===== config.mk =====
export PLATFORM = sky130hd
export DESIGN_NAME = coax_rx_buffer
export DESIGN_NICKNAME = d
export VERILOG_FILES = /design/src/rtl/coax_pkg.sv /design/src/rtl/coax_fifo.sv /design/src/rtl/coax_rx_buffer.sv
export SDC_FILE = /design/constraint.sdc
export NUM_CORES = 1
export LEC_CHECK = 0
export CAP_MARGIN = 10
export CORE_UTILIZATION = 40
export CTS_BUF_LIST = sky130_fd_sc_hd__clkbuf_16
export CTS_CLUSTER_DIAMETER = 80
export DETAILED_ROUTE_END_ITERATION = 10
export PLACE_DENSITY = 0.62
export SLEW_MARGIN = 20
export SYNTH_ARGS = -nofsm -noshare
export SYNTH_HDL_FRONTEND = slang
export SYNTH_SLANG_ARGS = --single-unit

===== constraint.sdc =====
create_clock -name clk -period 4.08 [get_ports clk]
set_input_delay 0.612 -clock clk [delete_from_list [all_inputs] [get_ports clk]]
set_output_delay 0.612 -clock clk [all_outputs]
set_load 0.05 [all_outputs]

===== src/rtl/coax_pkg.sv =====
// Shared definitions for the coax receive path: word width, error codes
// reported on error_code, and the receive-buffer state encoding.
package coax_pkg;

   localparam int unsigned WORD_WIDTH = 10;

   localparam logic [WORD_WIDTH-1:0] LOSS_OF_MID_BIT_TRANSITION_ERROR = 10'h001;
   localparam logic [WORD_WIDTH-1:0] PARITY_ERROR                     = 10'h002;
   localparam logic [WORD_WIDTH-1:0] OVERFLOW_ERROR                   = 10'h004;

   typedef enum logic [1:0] {
      IDLE,
      RECEIVING,
      ERROR
   } buf_state_t;

endpackage


===== src/rtl/coax_fifo.sv =====
// First-word-fall-through storage with read/write pointers and an occupancy
// count. push/pop are assumed already qualified by the caller (no push when
// full without a pop, no pop when empty). clear flushes synchronously.
module coax_fifo #(
   parameter  int unsigned WIDTH     = 10,
   parameter  int unsigned DEPTH     = 8,
   localparam int unsigned PTR_WIDTH = $clog2(DEPTH)
) (
   input  logic                 clk,
   input  logic                 reset,
   input  logic                 clear,
   input  logic                 push,
   input  logic                 pop,
   input  logic [WIDTH-1:0]     wdata,
   output logic [WIDTH-1:0]     rdata,
   output logic                 empty,
   output logic                 full,
   output logic [PTR_WIDTH:0]   count
);

   localparam int unsigned CW = PTR_WIDTH + 1;

   logic [WIDTH-1:0]     mem [DEPTH];
   logic [PTR_WIDTH-1:0] wr_ptr;
   logic [PTR_WIDTH-1:0] rd_ptr;

   // Pointer and occupancy tracking; pointers wrap naturally modulo DEPTH.
   always_ff @(posedge clk or posedge reset) begin
      if (reset) begin
         wr_ptr <= '0;
         rd_ptr <= '0;
         count  <= '0;
      end else if (clear) begin
         wr_ptr <= '0;
         rd_ptr <= '0;
         count  <= '0;
      end else begin
         if (push) wr_ptr <= wr_ptr + PTR_WIDTH'(1);
         if (pop)  rd_ptr <= rd_ptr + PTR_WIDTH'(1);
         case ({push, pop})
            2'b10:   count <= count + CW'(1);
            2'b01:   count <= count - CW'(1);
            default: count <= count;
         endcase
      end
   end

   // Storage array write; contents need no reset since empty masks them.
   always_ff @(posedge clk) begin
      if (push && !clear) mem[wr_ptr] <= wdata;
   end

   assign rdata = mem[rd_ptr];
   assign empty = (count == '0);
   assign full  = (count == CW'(DEPTH));

endmodule


===== src/rtl/coax_rx_buffer.sv =====
// Host-side receive buffer behind coax_rx: captures strobed words into a
// FWFT FIFO, tracks message activity, and latches receiver/overflow errors.
// Optional macro COAX_RX_BUFFER_FRAME_MARK_EN adds a first-of-frame bit per
// entry, exposed as data_first alongside the head word.
module coax_rx_buffer
   import coax_pkg::*;
#(
   parameter  int unsigned DEPTH     = 8,
   localparam int unsigned PTR_WIDTH = $clog2(DEPTH)
) (
   input  logic                  clk,
   input  logic                  reset,
   input  logic                  rx_active,
   input  logic                  rx_strobe,
   input  logic                  rx_error,
   input  logic [WORD_WIDTH-1:0] rx_data,
   output logic                  rx_reset,
   input  logic                  clear,
   input  logic                  read_strobe,
   output logic [WORD_WIDTH-1:0] data,
   output logic                  empty,
   output logic                  full,
   output logic [PTR_WIDTH:0]    depth,
   output logic                  active,
   output logic                  error,
   output logic [WORD_WIDTH-1:0] error_code
`ifdef COAX_RX_BUFFER_FRAME_MARK_EN
   ,
   output logic                  data_first
`endif
);

`ifdef COAX_RX_BUFFER_FRAME_MARK_EN
   localparam int unsigned DW = WORD_WIDTH + 1;
`else
   localparam int unsigned DW = WORD_WIDTH;
`endif

   buf_state_t    state;
   logic          pop_ok;
   logic          accept;
   logic          push;
   logic          overflow;
   logic [DW-1:0] wdata;
   logic [DW-1:0] rdata;

   // Qualify host pops and receiver pushes; clear and rx_error pre-empt writes.
   always_comb begin
      pop_ok   = read_strobe && !empty && !clear;
      accept   = (state != ERROR) && rx_strobe && !rx_error && !clear;
      push     = accept && (!full || pop_ok);
      overflow = accept && full && !pop_ok;
   end

`ifdef COAX_RX_BUFFER_FRAME_MARK_EN
   logic first_pending;
   logic first_flag;

   // The first word of a frame may arrive in the same cycle as the IDLE->RECEIVING edge.
   always_comb begin
      first_flag = first_pending || ((state == IDLE) && rx_active);
      wdata      = {first_flag, rx_data};
   end

   // Arm the first-of-frame mark on message start; consume it on the first write.
   always_ff @(posedge clk or posedge reset) begin
      if (reset) begin
         first_pending <= 1'b0;
      end else if (clear) begin
         first_pending <= 1'b0;
      end else if (push) begin
         first_pending <= 1'b0;
      end else if ((state == IDLE) && rx_active && !rx_error) begin
         first_pending <= 1'b1;
      end else if ((state == RECEIVING) && !rx_active) begin
         first_pending <= 1'b0;
      end
   end

   assign data       = rdata[WORD_WIDTH-1:0];
   assign data_first = rdata[WORD_WIDTH];
`else
   assign wdata = rx_data;
   assign data  = rdata;
`endif

   coax_fifo #(
      .WIDTH (DW),
      .DEPTH (DEPTH)
   ) u_fifo (
      .clk   (clk),
      .reset (reset),
      .clear (clear),
      .push  (push),
      .pop   (pop_ok),
      .wdata (wdata),
      .rdata (rdata),
      .empty (empty),
      .full  (full),
      .count (depth)
   );

   // Buffer state machine with registered active, error and rx_reset outputs.
   always_ff @(posedge clk or posedge reset) begin
      if (reset) begin
         state      <= IDLE;
         active     <= 1'b0;
         error      <= 1'b0;
         error_code <= '0;
         rx_reset   <= 1'b0;
      end else begin
         rx_reset <= clear;
         if (clear) begin
            state      <= IDLE;
            active     <= 1'b0;
            error      <= 1'b0;
            error_code <= '0;
         end else if (state != ERROR) begin
            if (rx_error) begin
               state      <= ERROR;
               active     <= 1'b0;
               error      <= 1'b1;
               error_code <= rx_data;
            end else if (overflow) begin
               state      <= ERROR;
               active     <= 1'b0;
               error      <= 1'b1;
               error_code <= OVERFLOW_ERROR;
            end else if ((state == IDLE) && rx_active) begin
               state  <= RECEIVING;
               active <= 1'b1;
            end else if ((state == RECEIVING) && !rx_active) begin
               state  <= IDLE;
               active <= 1'b0;
            end
         end
      end
   end

endmodule


==> results of run 1 <==
==> metrics by stage <==
stage	setup WS [ns]	instance area, um2
global placement	1.02	4920
finish	0.759	5240
detailed placement	0.934	4920
CTS	0.719	5240
global route	0.616	5240
floorplan	1.47	4260
==> cells by family (layout without fill, tap and decap cells) <==
family                   Yosys count  count (layout)  share of synthesized area, %
AO/OA/AOI/OAI                     25              25                          4.56
AND/OR/NAND/NOR                   54              54                          6.38
buffers and inverters             15              79                          1.62
adder cells (fa/ha/maj)            5               5                          1.65
flip-flops                       104             104                          70.5
multiplexers                      35              35                          14.6
XOR/XNOR                           3               3                         0.617
==> registers in the layout, summed over array words and instances, names as in the netlist <==
| register | flops |
|---|---|
| state | 2 |
| rx_reset | 1 |
| u_fifo.wr_ptr | 3 |
| error_code | 10 |
| u_fifo.count | 4 |
| error | 1 |
| u_fifo.mem | 80 |
| u_fifo.rd_ptr | 3 |
==> layout make-up <==
type	instances	area [um2]
Fill cell	853	5080
Tap cell	136	170
Inverter	5	18.8
Clock buffer	9	225
Clock inverter	7	88.8
Timing Repair Buffer	58	548
Sequential cell	104	3000
Multi-Input combinational cell	122	1180
==> routing by layer <==
metal	track usage, %	vias up
li1	-	1069
met1	22.2	1192
met2	25.8	69
met3	3.87	9
met4	5.53	0
met5	0	-
==> report_power, final <==
part           total, W  internal, W  switching (W)
clock          0.000898     0.000533       0.000365
combinational  0.000743     0.000320       0.000423
sequential      0.00121      0.00117      0.0000366
==> layout by cell type, fill, tap and decap left out, drive strengths merged, types with 4 or more instances in the layout <==
master | Yosys | layout
inv | 5 | 7
ha | 4 | 4
a22o | 9 | 9
nand2 | 11 | 11
mux4 | 20 | 20
nor2 | 13 | 13
mux2 | 12 | 12
edfxtp | 80 | 80
dfrtp | 24 | 24
a21oi | 5 | 5
clkbuf | 4 | 9
nor3 | 6 | 6
nand3 | 8 | 8
nand2b | 4 | 4
clkdlybuf4s50 | 0 | 45
buf | 6 | 13
==> synthesized netlist by cell type (4+ instances only) <==
master | instances | area share, %
inv_1 | 5 | 0.44
nor2_1 | 13 | 1.1
edfxtp_1 | 80 | 56
ha_1 | 4 | 1.2
nand2_1 | 11 | 0.97
nand3_1 | 8 | 0.94
dfrtp_1 | 24 | 14
mux4_2 | 20 | 11
buf_2 | 4 | 0.47
clkbuf_1 | 4 | 0.35
nand2b_1 | 4 | 0.59
nor3_1 | 6 | 0.71
a21oi_1 | 4 | 0.47
a22o_1 | 9 | 1.9
mux2_2 | 10 | 2.6
==> how the worst min path moves through the flow <==
stage | to | cells after the start
floorplan | state[1] | 2
detailed placement | error | 1
global route | error | 1
global placement | error_code[3] | 1
CTS | error | 1
finish | error | 1
==> flow_metrics.tcl, run 1 <==
set metrics [dict create \
    max_stage_delay_ns 0.70 \
    outcome "finished clean" \
    first_global_vias 2428 \
    max_slew_margin_pct 46.5 \
    dpl.hpwl_um 5340 \
    track_usage_pct 16.3 \
    synth_cell_types 38 \
    rr_endpoint "u_fifo.count[3]" \
    path_class "register to output port" \
    ys_warn_count 0 \
    wl_met3_um 357 \
    worstPathRequired_ns 3.47 \
    hold_viol_final 0 \
    mappedNetlistNets 263 \
    reg2regPathDepth 8 \
    worst_path_dominant_cell_family "buffers and inverters" \
    cts_resized 0 \
    grt_max_degree 25 \
    cts_tree "done" \
    ios 46 \
    clk_pin_slew_ns 0.07 \
    antenna_cells 0 \
    firstDrtPassIters 4 \
    path_max_fanout 19 \
    die_width_um 105 \
    finish.utilization_pct 50.7 \
    fin_crit_ns 3.32 \
    skew_ns 0.00613 \
    whs_ns 0.499 \
    worstSetupStartpoint "u_fifo.rd_ptr[0]" \
    leakagePower_nw 1.86 \
    final-setup-viol-count 0 \
    crit_path_start_kind "register" \
    totalWireLength_um 8430 \
    syn_area_mm2 0.00426 \
    grt_antenna_before_repair 0 \
    avgSynthCellArea_um2 17.7 \
    clk_latency_ns 0.34 \
    fin_nets 322 \
    post-route-period-util_pct 81.4 \
    holdBufCountCts 0 \
    drive_gt1_share_pct 20.7 \
    synthToLayoutAreaGrowth_pct 23.1 \
    cap_violations 0 \
    die_area_mm2 0.0111 \
    setup_tns_ns 0 \
    finalPower_w 0.00285 \
    peakVddDrop_mv 0.249 \
    async_flop_share_pct 23.1 \
    worstHoldStart "error" \
    synth-edff-count 80 \
    yosys_most_used_dff "edfxtp_1" \
    place_inst 425 \
    routabilityCongestion 0.752 \
    cp.depth 4 \
    route.met2.wl_um 3990 \
    endpoint_kind "output port" \
    crit_path_top_delay_cell "clkdlybuf4s50_1" \
    cts_root_buf "clkbuf_16" \
    overflow 0 \
    slew_violations 0 \
    p_per_area_mw_per_mm2 544 \
    num_rows 37 \
    core_mm2 0.0103 \
    cts_buffer_depth 2 \
    fmax_ghz 0.301 \
    reg2reg_slack_ns 1.46 \
    initial_core_util_pct 41.2 \
    vias_per_cell 5.30 \
    r2r-start "u_fifo.count[0]" \
    die_y_um 105 \
    drt_iter0_markers 112 \
    grt_pass1_wl_um 13200 \
    num_vias 2339 \
    crit_buf_inv 2 \
    synthCells 241 \
    rsz0062_at_grt "no" \
    cts_buffers 9 \
    remaining_drc_errors 0 \
    top_layer "met4" \
    hold_path_class "register to register" \
    crit_chain "buf_4 > mux4_2 > mux2_2 > clkdlybuf4s50_1" \
    io_buffers 45 \
    cts_max_level 3 \
    worstMarginPinSlew_ns 0.800 \
    critPathArrivalTime_ns 2.71 \
    avgRoutedWirePerCell_um 19.1 \
    stdcell_count 441 \
    wl_met1_um 3960 \
    postRouteAntennaNets 0 \
    cts_setup_buffers 0 \
    clock-sinks 104 \
    worstSetupEndpoint "data[2]" \
    synth_seq_cells 104 \
    ys_seq_area_share_pct 70.5 \
]
Note: power is estimated with default switching activity, not from simulation.
==> run 2: changes to the inputs <==
--- a/config.mk
+++ b/config.mk
@@ -10,7 +10,7 @@
 export CTS_BUF_LIST = sky130_fd_sc_hd__clkbuf_16
 export CTS_CLUSTER_DIAMETER = 80
 export DETAILED_ROUTE_END_ITERATION = 10
-export PLACE_DENSITY = 0.62
+export PLACE_DENSITY = 0.64
 export SLEW_MARGIN = 20
 export SYNTH_ARGS = -nofsm -noshare
 export SYNTH_HDL_FRONTEND = slang
==> constraint.sdc (replaced) <==
create_clock -name clk -period 2.9 [get_ports clk]
set_input_delay 0.435 -clock clk [delete_from_list [all_inputs] [get_ports clk]]
set_output_delay 0.435 -clock clk [all_outputs]
set_load 0.05 [all_outputs]
==> run 2 against run 1 <==
  * Final cell count increased by 1.8%
  * Register-to-register slack worse by 1.1 ns
  * Global-route usage rose by 0.48 points
  * Die area is the same
  * Largest cell class unchanged
==> flow_metrics.tcl, run 2 (synthesis results as in run 1) <==
set metrics [dict create \
    postRouteAntennaNets 0 \
    skew_ns 0.0141 \
    hold_viol_final 0 \
    critPathArrivalTime_ns 2.26 \
    num_vias 2379 \
    die_area_mm2 0.0111 \
    cap_violations 0 \
    endpoint_kind "output port" \
    die_width_um 105 \
    setup_tns_ns 0 \
    crit_path_start_kind "register" \
    totalWireLength_um 8340 \
    fin_crit_ns 2.69 \
    clk_pin_slew_ns 0.08 \
    fillCellCount 871 \
    overflow 0 \
    post-route-period-util_pct 92.8 \
    drive_gt1_share_pct 26.2 \
    p_per_area_mw_per_mm2 742 \
    dpl-instance-area_mm2 0.00496 \
    first_global_vias 2482 \
    core_mm2 0.0103 \
    remaining_drc_errors 0 \
    peakVddDrop_mv 0.496 \
    fin_nets 330 \
    cts_resized 0 \
    cts_tree "done" \
    final_common_cell "edfxtp_1" \
    cts_max_level 3 \
    dpl.hpwl_um 5300 \
    initial_core_util_pct 41.2 \
    path_max_fanout 6 \
    largest_reg_flops 80 \
    path_class "register to output port" \
    clock-sinks 104 \
    cts_buffer_depth 2 \
    drt_iter0_markers 114 \
    synthToLayoutAreaGrowth_pct 23.1 \
    avgRoutedWirePerCell_um 18.6 \
    reg.largest.list "u_fifo.mem (80), error_code (10), u_fifo.count (4)" \
    cts_buffers 9 \
    worstPathRequired_ns 2.47 \
    slew_violations 0 \
    num_rows 37 \
    antenna_cells 0 \
    finish.utilization_pct 50.8 \
    clk_latency_ns 0.34 \
    die_y_um 105 \
    track_usage_pct 16.8 \
    cts_root_buf "clkbuf_16" \
    grt_max_degree 25 \
    hold_path_class "primary input to async pin" \
    worstMarginPinSlew_ns 0.953 \
    io_buffers 45 \
    final-setup-viol-count 0 \
    outcome "finished clean" \
    cts_setup_buffers 0 \
    routabilityCongestion 0.827 \
    holdBufCountCts 0 \
    fmax_ghz 0.372 \
    ios 46 \
    vias_per_cell 5.30 \
    grt_antenna_before_repair 0 \
    rsz0062_at_grt "no" \
    max_slew_margin_pct 36.2 \
    leakagePower_nw 1.88 \
    grt_pass1_wl_um 13700 \
    finalInstanceArea_mm2 0.00524 \
    final_cell_mix "edfxtp_1, clkdlybuf4s50_1, buf_4" \
    firstDrtPassIters 4 \
    regMostFlops "u_fifo.mem" \
]
-- run 2: cell types whose count changed in the layout (fill, tap and decap cells not counted), moves of 2 or more --
cell             previous run  this run
bufinv_16                   2         0
buf_4                      13        31
clkinvlp_4                  1         4
clkdlybuf4s50_1            45        35
-- run 2: area by class of cell --
cell class	count	area (um2)	area share (%)
clock buffer	9	225	4.30
clock inverter	7	55.1	1.05
inverter	5	18.8	0.358
multi-input combinational	122	1180	22.6
sequential	104	3000	57.3
tap	136	170	3.25
timing repair buffer	66	583	11.1
-- run 2: critical path, cell delays in order, from the launching register on --
cell and delay, ns:
dfrtp_1 0.45, or4_4 0.60, inv_1 0.08, clkdlybuf4s50_1 0.79
-- run 2: worst paths after layout --
check,startpoint,slack (ns),cells after the start,end
min in group clk,error,0.50,1,error
min,reset,0.45,3,error_code[0]
min reg2reg,error,0.50,1,error
max in group asynchronous,reset,2.17,3,u_fifo.rd_ptr[2]
max reg2reg,u_fifo.count[1],0.37,9,u_fifo.count[3]
max,u_fifo.count[1],0.21,3,empty
-- run 2: metal layers --
| layer | track usage [%] | wire length, um |
|---|---|---|
| met1 | 23.3 | 3830 |
| met2 | 26.9 | 4000 |
| met3 | 3.12 | 394 |
| met4 | 5.63 | 110 |
| met5 | 0 | 0 |
-- run 2: report_power, final --
group          switching (W)  total (W)  internal [W]  leakage, nW
Sequential         0.0000430    0.00169       0.00165         1.04
Combinational       0.000617    0.00107      0.000450        0.708
Clock               0.000538    0.00113      0.000590        0.126
Total                0.00120    0.00389       0.00269         1.88
-- run 2: metrics by stage --
step	cells	hold slack [ns]	worst slack [ns]	total power, W
3_3_place_gp	433	0.485	0.279	0.00280
5_1_grt	449	0.522	0.134	0.00406
6_report	449	0.453	0.208	0.00389
4_1_cts	449	0.467	0.197	0.00393
3_5_place_dp	433	0.483	0.217	0.00280
2_1_floorplan	241	0.450	0.287	0.00250
